--- config.mk ---
export PLATFORM = sky130hd
export DESIGN_NAME = int_request_controller_flat
export DESIGN_NICKNAME = d
export VERILOG_FILES = /design/src/rtl/int_request_controller_if.sv /design/src/rtl/int_request_controller.sv /design/src/flat_wrapper.sv
export SDC_FILE = /design/constraint.sdc
export NUM_CORES = 1
export LEC_CHECK = 0
export ABC_AREA = 1
export CAP_MARGIN = 30
export CELL_PAD_IN_SITES_DETAIL_PLACEMENT = 1
export CELL_PAD_IN_SITES_GLOBAL_PLACEMENT = 1
export CORE_ASPECT_RATIO = 1.4
export CORE_UTILIZATION = 35
export DETAILED_ROUTE_END_ITERATION = 8
export PLACE_DENSITY_LB_ADDON = 0.1
export SLEW_MARGIN = 20
export SYNTH_ARGS = -nofsm -noshare
export SYNTH_HDL_FRONTEND = slang
export SYNTH_SLANG_ARGS = --single-unit
--- constraint.sdc ---
create_clock -name clk -period 3 [get_ports clk]
set_input_delay 0.6 -clock clk [delete_from_list [all_inputs] [get_ports clk]]
set_output_delay 0.6 -clock clk [all_outputs]
set_load 0.02 [all_outputs]
--- src/rtl/int_request_controller_if.sv ---
// Handshake bundle between the interrupt request controller (slave) and the
// peripherals / CPU control unit that drive it (master).
interface int_request_controller_if #(
  parameter int NUM_IRQ = 7,
  parameter int ID_W    = 3
);
  logic [NUM_IRQ-1:0] irq_in;
  logic [NUM_IRQ-1:0] irq_enable;
  logic               sw_int_valid;
  logic [ID_W-1:0]    sw_int_id;
  logic               int_flags_sw_clr;
  logic               if_flag;
  logic               ack_start;
  logic               ack_end;
  logic               int_flag;
  logic [ID_W-1:0]    int_id;
  logic [ID_W-1:0]    current_level;
  logic [NUM_IRQ-1:0] pending;
  logic [NUM_IRQ-1:0] in_service;
  logic               protocol_err;

  modport master (
    output irq_in, irq_enable, sw_int_valid, sw_int_id, int_flags_sw_clr,
    output if_flag, ack_start, ack_end,
    input  int_flag, int_id, current_level, pending, in_service, protocol_err
  );

  modport slave (
    input  irq_in, irq_enable, sw_int_valid, sw_int_id, int_flags_sw_clr,
    input  if_flag, ack_start, ack_end,
    output int_flag, int_id, current_level, pending, in_service, protocol_err
  );
endinterface

--- src/rtl/int_request_controller.sv ---
// Interrupt request controller: latches IRQ edges / software requests, arbitrates
// against the in-service level and tracks nesting. INT_CTRL_IRQ_SYNC_EN adds a 2-flop irq_in synchronizer.
module int_request_controller #(
  parameter int NUM_IRQ = 7,
  parameter int ID_W    = 3
) (
  input  logic                      clk,
  input  logic                      rst,
  int_request_controller_if.slave   bus
);

  typedef enum logic [1:0] {
    IDLE   = 2'd0,
    REQ    = 2'd1,
    COMMIT = 2'd2
  } state_t;

  generate
    if ((1 << ID_W) <= NUM_IRQ) begin : g_id_w_check
      $error("int_request_controller: ID_W too narrow to encode NUM_IRQ");
    end
  endgenerate

  state_t             state_q, state_d;
  logic               int_flag_q, int_flag_d;
  logic [ID_W-1:0]    int_id_q, int_id_d;
  logic [NUM_IRQ-1:0] pending_q, pending_d;
  logic [NUM_IRQ-1:0] in_service_q, in_service_d;
  logic [NUM_IRQ-1:0] irq_prev_q, irq_prev_d;
  logic               protocol_err_q, protocol_err_d;

  logic [NUM_IRQ-1:0] irq_s;
  logic [NUM_IRQ-1:0] irq_rise;
  logic [NUM_IRQ-1:0] sw_set;
  logic [NUM_IRQ-1:0] above_level;
  logic [NUM_IRQ-1:0] id_match;
  logic [NUM_IRQ-1:0] eligible;
  logic [NUM_IRQ-1:0] clr_mask;
  logic [NUM_IRQ-1:0] top_service;
  logic [ID_W-1:0]    level;
  logic [ID_W-1:0]    winner_id;
  logic               any_eligible;
  logic               in_commit;
  logic               ack_start_ok;
  logic               ack_end_ok;
  logic               latched_eligible;

`ifdef INT_CTRL_IRQ_SYNC_EN
  logic [NUM_IRQ-1:0] sync1_q, sync1_d;
  logic [NUM_IRQ-1:0] sync2_q, sync2_d;

  assign sync1_d = bus.irq_in;
  assign sync2_d = sync1_q;

  always_ff @(posedge clk or posedge rst) begin
    if (rst) begin
      sync1_q <= '0;
      sync2_q <= '0;
    end else begin
      sync1_q <= sync1_d;
      sync2_q <= sync2_d;
    end
  end

  assign irq_s = sync2_q;
`else
  assign irq_s = bus.irq_in;
`endif

  assign irq_prev_d = irq_s;

  // Bit gi of every per-source vector corresponds to interrupt ID gi+1.
  genvar gi;
  generate
    for (gi = 0; gi < NUM_IRQ; gi++) begin : g_bit
      localparam logic [ID_W-1:0] BIT_ID = ID_W'(gi + 1);
      assign irq_rise[gi]    = irq_s[gi] & ~irq_prev_q[gi];
      assign sw_set[gi]      = bus.sw_int_valid && (bus.sw_int_id == BIT_ID);
      assign above_level[gi] = (BIT_ID > level);
      assign id_match[gi]    = (int_id_q == BIT_ID);
    end
  endgenerate

  // Highest in-service ID, plus a one-hot of that bit for ack_end retirement.
  always_comb begin
    level       = '0;
    top_service = '0;
    for (int i = 0; i < NUM_IRQ; i++) begin
      if (in_service_q[i]) begin
        level       = ID_W'(i + 1);
        top_service = '0;
        top_service[i] = 1'b1;
      end
    end
  end

  assign eligible = pending_q & bus.irq_enable & above_level & ~in_service_q;

  always_comb begin
    winner_id    = '0;
    any_eligible = 1'b0;
    for (int i = 0; i < NUM_IRQ; i++) begin
      if (eligible[i]) begin
        winner_id    = ID_W'(i + 1);
        any_eligible = 1'b1;
      end
    end
  end

  assign in_commit    = (state_q == COMMIT);
  assign ack_start_ok = bus.ack_start && in_commit;
  assign ack_end_ok   = bus.ack_end && !bus.ack_start && (|in_service_q);

  assign protocol_err_d = (bus.ack_start && !in_commit)
                        || (bus.ack_end && bus.ack_start)
                        || (bus.ack_end && !(|in_service_q));

  // A bulk clear must not drop the ID the CPU is already committing to.
  always_comb begin
    clr_mask = '0;
    if (bus.int_flags_sw_clr) begin
      clr_mask = in_commit ? ~id_match : '1;
    end
    if (ack_start_ok) begin
      clr_mask = clr_mask | id_match;
    end
  end

  assign pending_d = (pending_q & ~clr_mask) | irq_rise | sw_set;

  always_comb begin
    in_service_d = in_service_q;
    if (ack_start_ok) begin
      in_service_d = in_service_q | id_match;
    end else if (ack_end_ok) begin
      in_service_d = in_service_q & ~top_service;
    end
  end

  // The request is withdrawn as soon as next-cycle pending no longer holds it.
  assign latched_eligible = |(id_match & pending_d & bus.irq_enable & above_level);

  always_comb begin
    state_d    = state_q;
    int_flag_d = int_flag_q;
    int_id_d   = int_id_q;
    unique case (state_q)
      IDLE: begin
        int_flag_d = 1'b0;
        if (any_eligible) begin
          state_d    = REQ;
          int_id_d   = winner_id;
          int_flag_d = 1'b1;
        end
      end
      REQ: begin
        int_flag_d = 1'b1;
        if (bus.if_flag) begin
          state_d    = COMMIT;
          int_flag_d = 1'b0;
        end else if (!latched_eligible) begin
          state_d    = IDLE;
          int_flag_d = 1'b0;
        end
      end
      COMMIT: begin
        int_flag_d = 1'b0;
        if (bus.ack_start) begin
          state_d = IDLE;
        end
      end
      default: begin
        state_d    = IDLE;
        int_flag_d = 1'b0;
      end
    endcase
  end

  always_ff @(posedge clk or posedge rst) begin
    if (rst) begin
      state_q        <= IDLE;
      int_flag_q     <= 1'b0;
      int_id_q       <= '0;
      pending_q      <= '0;
      in_service_q   <= '0;
      irq_prev_q     <= '0;
      protocol_err_q <= 1'b0;
    end else begin
      state_q        <= state_d;
      int_flag_q     <= int_flag_d;
      int_id_q       <= int_id_d;
      pending_q      <= pending_d;
      in_service_q   <= in_service_d;
      irq_prev_q     <= irq_prev_d;
      protocol_err_q <= protocol_err_d;
    end
  end

  assign bus.int_flag      = int_flag_q;
  assign bus.int_id        = int_id_q;
  assign bus.current_level = level;
  assign bus.pending       = pending_q;
  assign bus.in_service    = in_service_q;
  assign bus.protocol_err  = protocol_err_q;

endmodule
--- src/flat_wrapper.sv ---
// flat-port wrapper written by rule: the top's interface ports become plain ports
module int_request_controller_flat 
#(
  parameter int NUM_IRQ = 7,
  parameter int ID_W    = 3
)
  (clk, rst, bus_irq_in, bus_irq_enable, bus_sw_int_valid, bus_sw_int_id, bus_int_flags_sw_clr, bus_if_flag, bus_ack_start, bus_ack_end, bus_int_flag, bus_int_id, bus_current_level, bus_pending, bus_in_service, bus_protocol_err);
  int_request_controller_if #(.NUM_IRQ(NUM_IRQ), .ID_W(ID_W)) bus_i ();
  input  logic clk;
  input  logic rst;
  input wire logic [$bits(bus_i.irq_in)-1:0] bus_irq_in;
  input wire logic [$bits(bus_i.irq_enable)-1:0] bus_irq_enable;
  input wire logic [$bits(bus_i.sw_int_valid)-1:0] bus_sw_int_valid;
  input wire logic [$bits(bus_i.sw_int_id)-1:0] bus_sw_int_id;
  input wire logic [$bits(bus_i.int_flags_sw_clr)-1:0] bus_int_flags_sw_clr;
  input wire logic [$bits(bus_i.if_flag)-1:0] bus_if_flag;
  input wire logic [$bits(bus_i.ack_start)-1:0] bus_ack_start;
  input wire logic [$bits(bus_i.ack_end)-1:0] bus_ack_end;
  output wire logic [$bits(bus_i.int_flag)-1:0] bus_int_flag;
  output wire logic [$bits(bus_i.int_id)-1:0] bus_int_id;
  output wire logic [$bits(bus_i.current_level)-1:0] bus_current_level;
  output wire logic [$bits(bus_i.pending)-1:0] bus_pending;
  output wire logic [$bits(bus_i.in_service)-1:0] bus_in_service;
  output wire logic [$bits(bus_i.protocol_err)-1:0] bus_protocol_err;
  assign bus_i.irq_in = bus_irq_in;
  assign bus_i.irq_enable = bus_irq_enable;
  assign bus_i.sw_int_valid = bus_sw_int_valid;
  assign bus_i.sw_int_id = bus_sw_int_id;
  assign bus_i.int_flags_sw_clr = bus_int_flags_sw_clr;
  assign bus_i.if_flag = bus_if_flag;
  assign bus_i.ack_start = bus_ack_start;
  assign bus_i.ack_end = bus_ack_end;
  assign bus_int_flag = bus_i.int_flag;
  assign bus_int_id = bus_i.int_id;
  assign bus_current_level = bus_i.current_level;
  assign bus_pending = bus_i.pending;
  assign bus_in_service = bus_i.in_service;
  assign bus_protocol_err = bus_i.protocol_err;
  int_request_controller #(.NUM_IRQ(NUM_IRQ), .ID_W(ID_W)) u_core (.clk(clk), .rst(rst), .bus(bus_i));
endmodule
==> out/metrics.csv <==
stage,metric,value,unit
power,peakVddDrop,0.0004478,V
floorplan,core_area,0.004054,mm²
final_layout,finalNetCount,290,
critical_path,crit_path_end_kind,output port,
final_layout,fillCellCount,534,
final_layout,diodes,0,
timing,final_max_slew_viol_count,0,
critical_path,crit_fanout,5,
clocking,cts_resized,0,
clocking,cts_buffers,3,
power,p_int,1.036,mW
timing,setup_viol,0,
synth,synthTopCellsByArea,"dfrtp_1, nand2_1, nor2_1, inv_1, nand3_1",
synth,synth_nets,240,
route,wl_per_cell,14.38,µm
grt,grt_pass1_vias,1608,
floorplan,initial_core_util,0.3738,
timing,fmax,0.4268,GHz
place,dp_slack,0.6729,ns
clocking,htreeDepth,1,
timing,fin_crit_sh,0.7810,
critical_path,cp_data_required_time,2.40,ns
place,placed_cell_area,0.002022,mm²
synth,ys_ff_latch,28,
clocking,cts_tree,built,
critical_path,crit_cells,5,
synth,synth_area,0.001515,mm²
synth,synth-seq-area-share,0.4624,
power,leakage,1.061,nW
grt,overflow,0,
clocking,cts-root-buf,clkbuf_8,
power,p_per_area,953.5,mW/mm²
synth,netlist.area_leader.share,0.4624,
timing,relSlewSlack,0.7576,
power,switchingPower,944.7,µW
timing,clock_skew,0.003718,ns
clocking,hold_buffers,0,
timing,finalHoldViolations,0,
critical_path,crit_path_top_delay_cell,clkdlybuf4s50_1,
clocking,cts_buffer_depth,2,
route,drtIter0Drc,45,
route,dr_total_vias,1571,
timing,worst_slack,0.6569,ns
power,combinationalPowerShare,0.580,
synth,ys_types,21,
route,ant_nets,0,
floorplan,die_x,57.61,µm
power,swShare,0.4770,
worst_hold_path,hold_class,reg -> reg,
timing,finalCriticalPeriod,2.343,ns
grt,track_usage,0.2075,
final_layout,drive_above_1_share,0.04906,
grt,grt_max_degree,29,
place,hpwl,3.566,mm
power,power.share.clock,0.121,
grt,grt_first_pass_wirelength,7.107,mm
final_layout,final_area,0.002077,mm²
route,drc_errors,1,
floorplan,die_area,0.004600,mm²
final_layout,regArea,700.7,µm²
synth,post_synth.cell_area_avg,7.015,µm²
critical_path,max_stage_delay,0.55,ns
critical_path,cp.buffers_inverters,3,
run,maxCapViolCount,0,
route,drt_first_pass_iters,6,
critical_path,worstSetupStartpointType,register,
place,numPortBuffers,45,
critical_path,arrival,1.74,ns
power,power_frac_seq,0.299,
outcome,violations,design-rule violations,
critical_path,worst-r2r-cell-count,10,
synth,yosysTopAreaCell,dfrtp_1,
critical_path,path_cells,"inv_2, nand2_2, nor2_4, inv_1, clkdlybuf4s50_1",
critical_path,cp_top_family,buffers and inverters,
final_layout,post-route-util,0.5123,
synth,syn_inst,216,
clocking,insertion_delay,0.28,ns
clocking,postCtsSetupRepairBufs,0,
outcome,status,"finished, violations left",
clocking,path_clk_slew,0.09,ns
place,gp_congestion,0.8704,
critical_path,r2r_slack,1.25,ns
floorplan,num_rows,27,
grt,antenna_found_initial,0,
worst_hold_path,hold_depth,2,
floorplan,io_pins,46,
timing,setup_tns,0,ns
clocking,clock_sinks,28,
critical_path,critical_path_class,reg -> out,
final_layout,syn_to_final_growth,37.08,%
final_layout,multi_input_area,674.4,µm²
route,viasPerCell,5.101,
timing,worstMarginPinSlew,0.3636,ns
timing,rsz0062_at_grt,no,
synth,ys_warn_count,0,
route,routed_wl,4.429,mm
floorplan,dieHeight,79.85,µm
[cell families after synthesis]
family,synth area share
buf+inv,0.09248
simple gates,0.3411
compound gates,0.1040
flops,0.4624
[path summary, 6_finish.rpt]
kind                                                       from                               end
hold reg to reg                 u_core.bus.pending[5]$_DFF_PP0_   u_core.bus.pending[5]$_DFF_PP0_
setup reg to reg           u_core.bus.in_service[6]$_DFFE_PP0P_  u_core.bus.int_id[0]$_DFFE_PP0P_
setup / recovery           u_core.bus.in_service[6]$_DFFE_PP0P_              bus_current_level[2]
max in group asynchronous                                   rst  u_core.bus.int_id[1]$_DFFE_PP0P_
hold / removal                  u_core.bus.pending[5]$_DFF_PP0_   u_core.bus.pending[5]$_DFF_PP0_
min in group asynchronous                                   rst    u_core.irq_prev_q[5]$_DFF_PP0_
[stage by stage]
| stage | power, mW | hold WS [ns] | cells |
|---|---|---|---|
| 5_1_grt | 2.133 | 0.5956 | 308 |
| 3_3_place_gp | 1.733 | 0.5468 | 304 |
| 3_5_place_dp | 1.745 | 0.5484 | 304 |
| 2_1_floorplan | 1.273 | 0.5260 | 216 |
| 4_1_cts | 1.996 | 0.5784 | 308 |
| 6_report | 1.980 | 0.5688 | 308 |
[tightest hold or removal path, stage by stage (launching register included)]
cell and delay (ns):
dfrtp_1 0.38, nand3_1 0.08, nand2_1 0.07
[synth_stat cells, drive strengths merged]
cell type / count
and3: 1
nor2: 41
o22ai: 2
o21ai: 15
buf: 1
inv: 36
nor3: 3
nand4: 1
a21oi: 14
nand2: 50
or2: 2
dfrtp: 28
nor3b: 1
nand3: 21
[layer usage]
metal	vias up	wire length [µm]	share of wire	GRT usage
li1	775	-	-	-
met1	739	1896	0.43	0.2418
met2	43	2257	0.51	0.3744
met3	14	125	0.028	0.02593
met4	0	149	0.034	0.08780
met5	-	0	0	0
[final cells by class]
| cell class | instances | area share |
|---|---|---|
| inverter | 36 | 0.06506 |
| clock buffer | 4 | 0.02651 |
| sequential | 28 | 0.3373 |
| multi-input combinational | 151 | 0.3247 |
| tap | 43 | 0.02590 |
| timing repair buffer | 46 | 0.2205 |
[registers in the layout, indices dropped and copies added, names as in the netlist]
register,flops
u_core.bus.in_service,7
u_core.bus.int_id,3
u_core.bus.int_flag,1
u_core.state_q,2
u_core.bus.pending,7
u_core.irq_prev_q,7
u_core.bus.protocol_err,1
[power by group through the flow]
stage	Combinational [mW]	Sequential (mW)	Clock (mW)
after global placement	1.14	0.597	0
after detailed placement	1.15	0.600	0
after CTS	1.16	0.593	0.248
after global routing	1.27	0.607	0.254
after floorplan	0.615	0.659	0
final	1.15	0.592	0.239
[cell usage in the layout (no fill, tap or decap), types with 2 or more instances in the layout]
master,netlist,final
nand2_1,47,47
nor2_1,39,39
inv_1,35,35
nand2_2,3,3
clkdlybuf4s50_1,0,45
o22ai_1,2,2
o21ai_0,12,12
nor3_1,3,3
clkbuf_8,0,4
dfrtp_1,28,28
nand3_1,20,20
a21oi_1,14,14
o21ai_1,3,3
Note: power is estimated with default switching activity, not from simulation.
